`src/rtl/instruction_fetch_stage.sv`:
```
// IF stage: owns the PC, addresses the combinational instruction ROM and loads the IF/ID register.
// Redirects squash the wrong-path fetch; an invalid PC latches a sticky fault until reset.
//
//  state    | meaning
//  ---------+-------------------------------------------------------------
//  ST_RUN   | normal fetch: redirect > stall > sequential
//  ST_FAULT | PC frozen, IF/ID held at NOP/invalid, exits only via reset
module instruction_fetch_stage #(
   parameter int          DATA_WIDTH = 32,
   parameter int          ADDR_WIDTH = 8,
   parameter logic [31:0] PC_RESET   = 32'h0040_0000
) (
   input  logic                  clk,
   input  logic                  reset,
   input  logic                  stall_i,
   input  logic [1:0]            pc_src_i,
   input  logic [31:0]           branch_target_i,
   input  logic [25:0]           jump_index_i,
   input  logic [31:0]           jr_target_i,
   output logic [ADDR_WIDTH-1:0] rom_addr_o,
   input  logic [DATA_WIDTH-1:0] rom_data_i,
   output logic [31:0]           pc_o,
   output logic [DATA_WIDTH-1:0] if_id_instr_o,
   output logic [31:0]           if_id_pc_plus4_o,
   output logic                  if_id_valid_o,
   output logic                  fetch_fault_o
);

   localparam logic [0:0] ST_RUN   = 1'b0;
   localparam logic [0:0] ST_FAULT = 1'b1;

   localparam logic [1:0] SRC_SEQ    = 2'b00;
   localparam logic [1:0] SRC_BRANCH = 2'b01;
   localparam logic [1:0] SRC_JUMP   = 2'b10;

   logic [0:0]            state_q, state_d;
   logic [31:0]           pc_q, pc_d;
   logic [DATA_WIDTH-1:0] instr_q, instr_d;
   logic [31:0]           pc4_q, pc4_d;
   logic                  valid_q, valid_d;
   logic                  fault_q, fault_d;

   logic [31:0] pc_off;
   logic [31:0] pc_plus4;
   logic [31:0] target;
   logic        pc_bad;

   assign pc_off   = pc_q - PC_RESET;
   assign pc_plus4 = pc_q + 32'd4;

   // Below-base PCs wrap to a huge offset, but are also rejected explicitly.
   assign pc_bad = (pc_q[1:0] != 2'b00) || (pc_q < PC_RESET)
                   || (pc_off[31:ADDR_WIDTH+2] != '0);

   assign rom_addr_o = pc_off[ADDR_WIDTH+1:2];

   always_comb begin
      target = jr_target_i;
      case (pc_src_i)
         SRC_BRANCH: target = branch_target_i;
         SRC_JUMP:   target = {pc4_q[31:28], jump_index_i, 2'b00};
         default:    target = jr_target_i;
      endcase
   end

   always_comb begin
      state_d = state_q;
      pc_d    = pc_q;
      instr_d = instr_q;
      pc4_d   = pc4_q;
      valid_d = valid_q;
      fault_d = fault_q;
      case (state_q)
         ST_RUN: begin
            if (pc_bad) begin
               state_d = ST_FAULT;
               fault_d = 1'b1;
               instr_d = '0;
               pc4_d   = '0;
               valid_d = 1'b0;
            end else if (pc_src_i != SRC_SEQ) begin
               pc_d    = target;
               instr_d = '0;
               pc4_d   = '0;
               valid_d = 1'b0;
            end else if (!stall_i) begin
               pc_d    = pc_plus4;
               instr_d = rom_data_i;
               pc4_d   = pc_plus4;
               valid_d = 1'b1;
            end
         end
         default: begin
            instr_d = '0;
            pc4_d   = '0;
            valid_d = 1'b0;
            fault_d = 1'b1;
         end
      endcase
   end

   always_ff @(posedge clk) begin
      if (!reset) begin
         state_q <= ST_RUN;
         pc_q    <= PC_RESET;
         instr_q <= '0;
         pc4_q   <= '0;
         valid_q <= 1'b0;
         fault_q <= 1'b0;
      end else begin
         state_q <= state_d;
         pc_q    <= pc_d;
         instr_q <= instr_d;
         pc4_q   <= pc4_d;
         valid_q <= valid_d;
         fault_q <= fault_d;
      end
   end

   assign pc_o             = pc_q;
   assign if_id_instr_o    = instr_q;
   assign if_id_pc_plus4_o = pc4_q;
   assign if_id_valid_o    = valid_q;
   assign fetch_fault_o    = fault_q;

endmodule

```
`config.mk`:
```
export PLATFORM = sky130hd
export DESIGN_NAME = instruction_fetch_stage
export DESIGN_NICKNAME = d
export VERILOG_FILES = /design/src/rtl/instruction_fetch_stage.sv
export SDC_FILE = /design/constraint.sdc
export NUM_CORES = 1
export LEC_CHECK = 0
export CAP_MARGIN = 20
export CORE_MARGIN = 1.5
export CORE_UTILIZATION = 26
export DETAILED_ROUTE_END_ITERATION = 10
export PLACE_DENSITY = 0.63
export SYNTH_ARGS = -nofsm -noshare
export SYNTH_HDL_FRONTEND = slang
export SYNTH_SLANG_ARGS = --single-unit
```
`constraint.sdc`:
```
create_clock -name clk -period 5.2 [get_ports clk]
set_input_delay 1.04 -clock clk [delete_from_list [all_inputs] [get_ports clk]]
set_output_delay 1.04 -clock clk [all_outputs]
set_load 0.03 [all_outputs]
```
==> metrics.txt <==
register area share after synthesis between 30 and 40%; I/O pin count ~230; top sig layer met4; clock latency on the worst-skew pair roughly 0.37 ns; WP buf/inv 4; Least-Margin Pin Slew approximately 0.92 ns; Synth Warn # 0; Die Ht 145 um; DRC 0; Leak 2.91 nW; Combinational Power Share a little under half; Root Driver clkbuf_16; FFs w/ async S/R, synth 0%; die area ~21000 um2; internal power 0.00180 W; WL/cell between 15 and 20 um; Detail Route met3 WL 1080 um; Clock power frac between 20% and 30%; Critical Path RT about 5.5 ns; Period minus WS final around 3.6 ns; post-CTS resize count 0; Num CTS Buffers 9; Top cell by count, worst path inv_1; Final Hold Viols 0; Pre-Repair DR Iteration Count 4; total core area 19700 um2; Post-synth EDFFs 0; Top delay family on crit path buffers and inverters; Clock Tree Buf Depth 2; Total Neg Setup Slack 0 ns; normalized max-slew margin about two fifths; period utilization between 60% and 70%; cts hold-fix bufs 0; reg-to-reg setup timing slack 2.23 ns; DR WL met2 8570 um; Power Density roughly 420 nW/um2; total grt overflow 0; CP max stage delay roughly 0.52 ns; RSZ-0062 raised after global routing no; Worst setup EP type register; most common cell after layout, fill and taps aside clkdlybuf4s50_1; max-slew violations 0; Final Wtd Congestion 0.818; CP arrival 3.86 ns; FMAX roughly 280 MHz; first-pass GRT wire length between 20000 and 30000 um; Cell Area, Synth ~5300 um2; Initial DRC Count a little over 400; via count around 5300; critical-path cell list clkdlybuf4s50_1, inv_1, ha_2, inv_1, nor2_1, nand3_2, buf_4, a21oi_1; post-layout util between 40 and 50%; vias per cell 4.97; CP max FO 32; Routed Antenna Nets 0; pre-CTS setup slack 1.28 ns; Flop pwr share about a third; status completed; ys flop type dfxtp_1; Hold Path Class reg2reg; commonest non-fill, non-tap cells in the layout clkdlybuf4s50_1, dfxtp_1, nor2_1; CTS tree built; Die W between 100 and 150 um; Placed Area 7610 um2; final setup skew about 0.012 ns; WHS roughly 0.45 ns; total of max-cap violations 0; share of post-route cells with drive strength above 1 around 4.5%; postcts setup bufs 0; design area between 7000 and 8000 um2; peak supply drop between 0.2 and 0.3 mV; register bit total from synthesis around 100; largest net degree at the start of global routing 60; syn nets 740; H-tree depth 3; Critical Path Source Type input pin; Routed WL 18000 um; Rows 51; vias in the first global route about 5100; antenna violations before repair 0; Slowest cell on crit path ha_2; type of the worst setup path in2reg; overall routing resource usage between 15 and 20%; Final Worst Setup Slack 1.63 ns; Distinct cells, synth between 50 and 60; CTS Sinks 99; wl on met1 8050 um; Post-Syn Area per Cell 8.66 um2; Mapped Cells 609; Clk pin slew, worst setup/hold paths around 0.08 ns; port bufs roughly 230; dpl hpwl approximately 13000 um; Setup violations, final 0; Nets between 900 and 1000; Area Growth Syn to Fin 50.7%; Starting Density around 27%; ant diodes 0; Net Sw Frac a little under half; sw power roughly 0.0015 W
==> logic make-up after synthesis <==
group | synth area share [%]
adders and majority gates | 0.949
xor gates and xnor gates | 1.83
AOI/OAI and AO/OA | 23.2
muxes | 7.02
and+or+nand+nor | 21.6
DFF | 37.6
buffers and inverters | 7.83
==> Yosys cell counts (3+ instances only) <==
| library cell | number | share of area (%) |
|---|---|---|
| nor2_1 | 81 | 5.8 |
| a2111oi_2 | 4 | 1.1 |
| o31a_1 | 6 | 1.0 |
| nand4_1 | 7 | 0.83 |
| a221oi_1 | 4 | 0.66 |
| o21a_1 | 24 | 3.4 |
| a31oi_1 | 3 | 0.36 |
| o21ai_0 | 6 | 0.57 |
| mux2i_1 | 37 | 7.0 |
| buf_2 | 9 | 0.85 |
| buf_6 | 4 | 0.85 |
| o211ai_1 | 3 | 0.43 |
| nor3_1 | 10 | 0.95 |
| buf_1 | 6 | 0.43 |
| o211a_1 | 8 | 1.5 |
| buf_4 | 13 | 1.8 |
| dfxtp_1 | 99 | 38 |
| nand2_1 | 17 | 1.2 |
| nand3_1 | 13 | 1.2 |
| a22oi_1 | 26 | 3.7 |
| a21oi_1 | 33 | 3.1 |
| o311a_1 | 10 | 1.9 |
| o31ai_1 | 3 | 0.43 |
| ha_1 | 4 | 0.95 |
| clkbuf_1 | 36 | 2.6 |
| nand2b_1 | 22 | 2.6 |
| a211oi_1 | 13 | 1.8 |
| xnor2_1 | 9 | 1.5 |
| inv_1 | 18 | 1.3 |
| and3_1 | 9 | 1.1 |
| nor4_1 | 21 | 2.5 |
| and4_1 | 18 | 3.0 |
| or3_1 | 3 | 0.36 |
==> cell type report <==
class | instances | area [um2]
Clock inverter | 7 | 86.3
Timing Repair Buffer | 237 | 2380
Multi-Input combinational cell | 424 | 2880
Inverter | 18 | 67.6
Clock buffer | 9 | 225
Fill cell | 2028 | 11700
Tap cell | 265 | 332
Sequential cell | 99 | 1980
==> layer usage <==
metal	GRT usage, %	vias up
li1	-	2607
met1	21.2	2466
met2	28.3	174
met3	4.58	20
met4	4.13	0
met5	0	-
==> power groups by stage <==
stage          clock network, W  registers (W)  logic [W]
2_1_floorplan                 0        0.00121   0.000873
3_3_place_gp                  0        0.00112    0.00149
4_1_cts                0.000720        0.00110    0.00150
5_1_grt                0.000747        0.00112    0.00162
3_5_place_dp                  0        0.00111    0.00149
6_report               0.000701        0.00110    0.00150
==> stage by stage <==
| step | cells | total power (W) |
|---|---|---|
| 2_1_floorplan | 609 | 0.00208 |
| 3_3_place_gp | 1042 | 0.00261 |
| 3_5_place_dp | 1042 | 0.00260 |
| 4_1_cts | 1058 | 0.00331 |
| 5_1_grt | 1059 | 0.00349 |
| 6_report | 1059 | 0.00331 |
==> sequential cells by signal, indices dropped and copies added (netlist names) <==
register          cells
fetch_fault_o         1
if_id_instr_o        32
pc_o                 32
if_id_valid_o         1
state_q               1
if_id_pc_plus4_o     32
==> path summary, 6_finish.rpt <==
check                       startpoint              endpoint  depth (start not counted)
hold reg to reg   if_id_pc_plus4_o[22]  if_id_pc_plus4_o[22]                          2
setup / recovery           pc_src_i[0]         if_id_valid_o                          8
setup reg to reg              pc_o[25]         if_id_valid_o                          5
hold / removal    if_id_pc_plus4_o[22]  if_id_pc_plus4_o[22]                          2
==> worst min-delay path, delay by kind of cell (launching register included) <==
kind	cells	cell delay [ns]
AO/OA/AOI/OAI	1	0.05
buffers and inverters	1	0.05
flip-flops	1	0.31
Note: power is estimated with default switching activity, not from simulation.
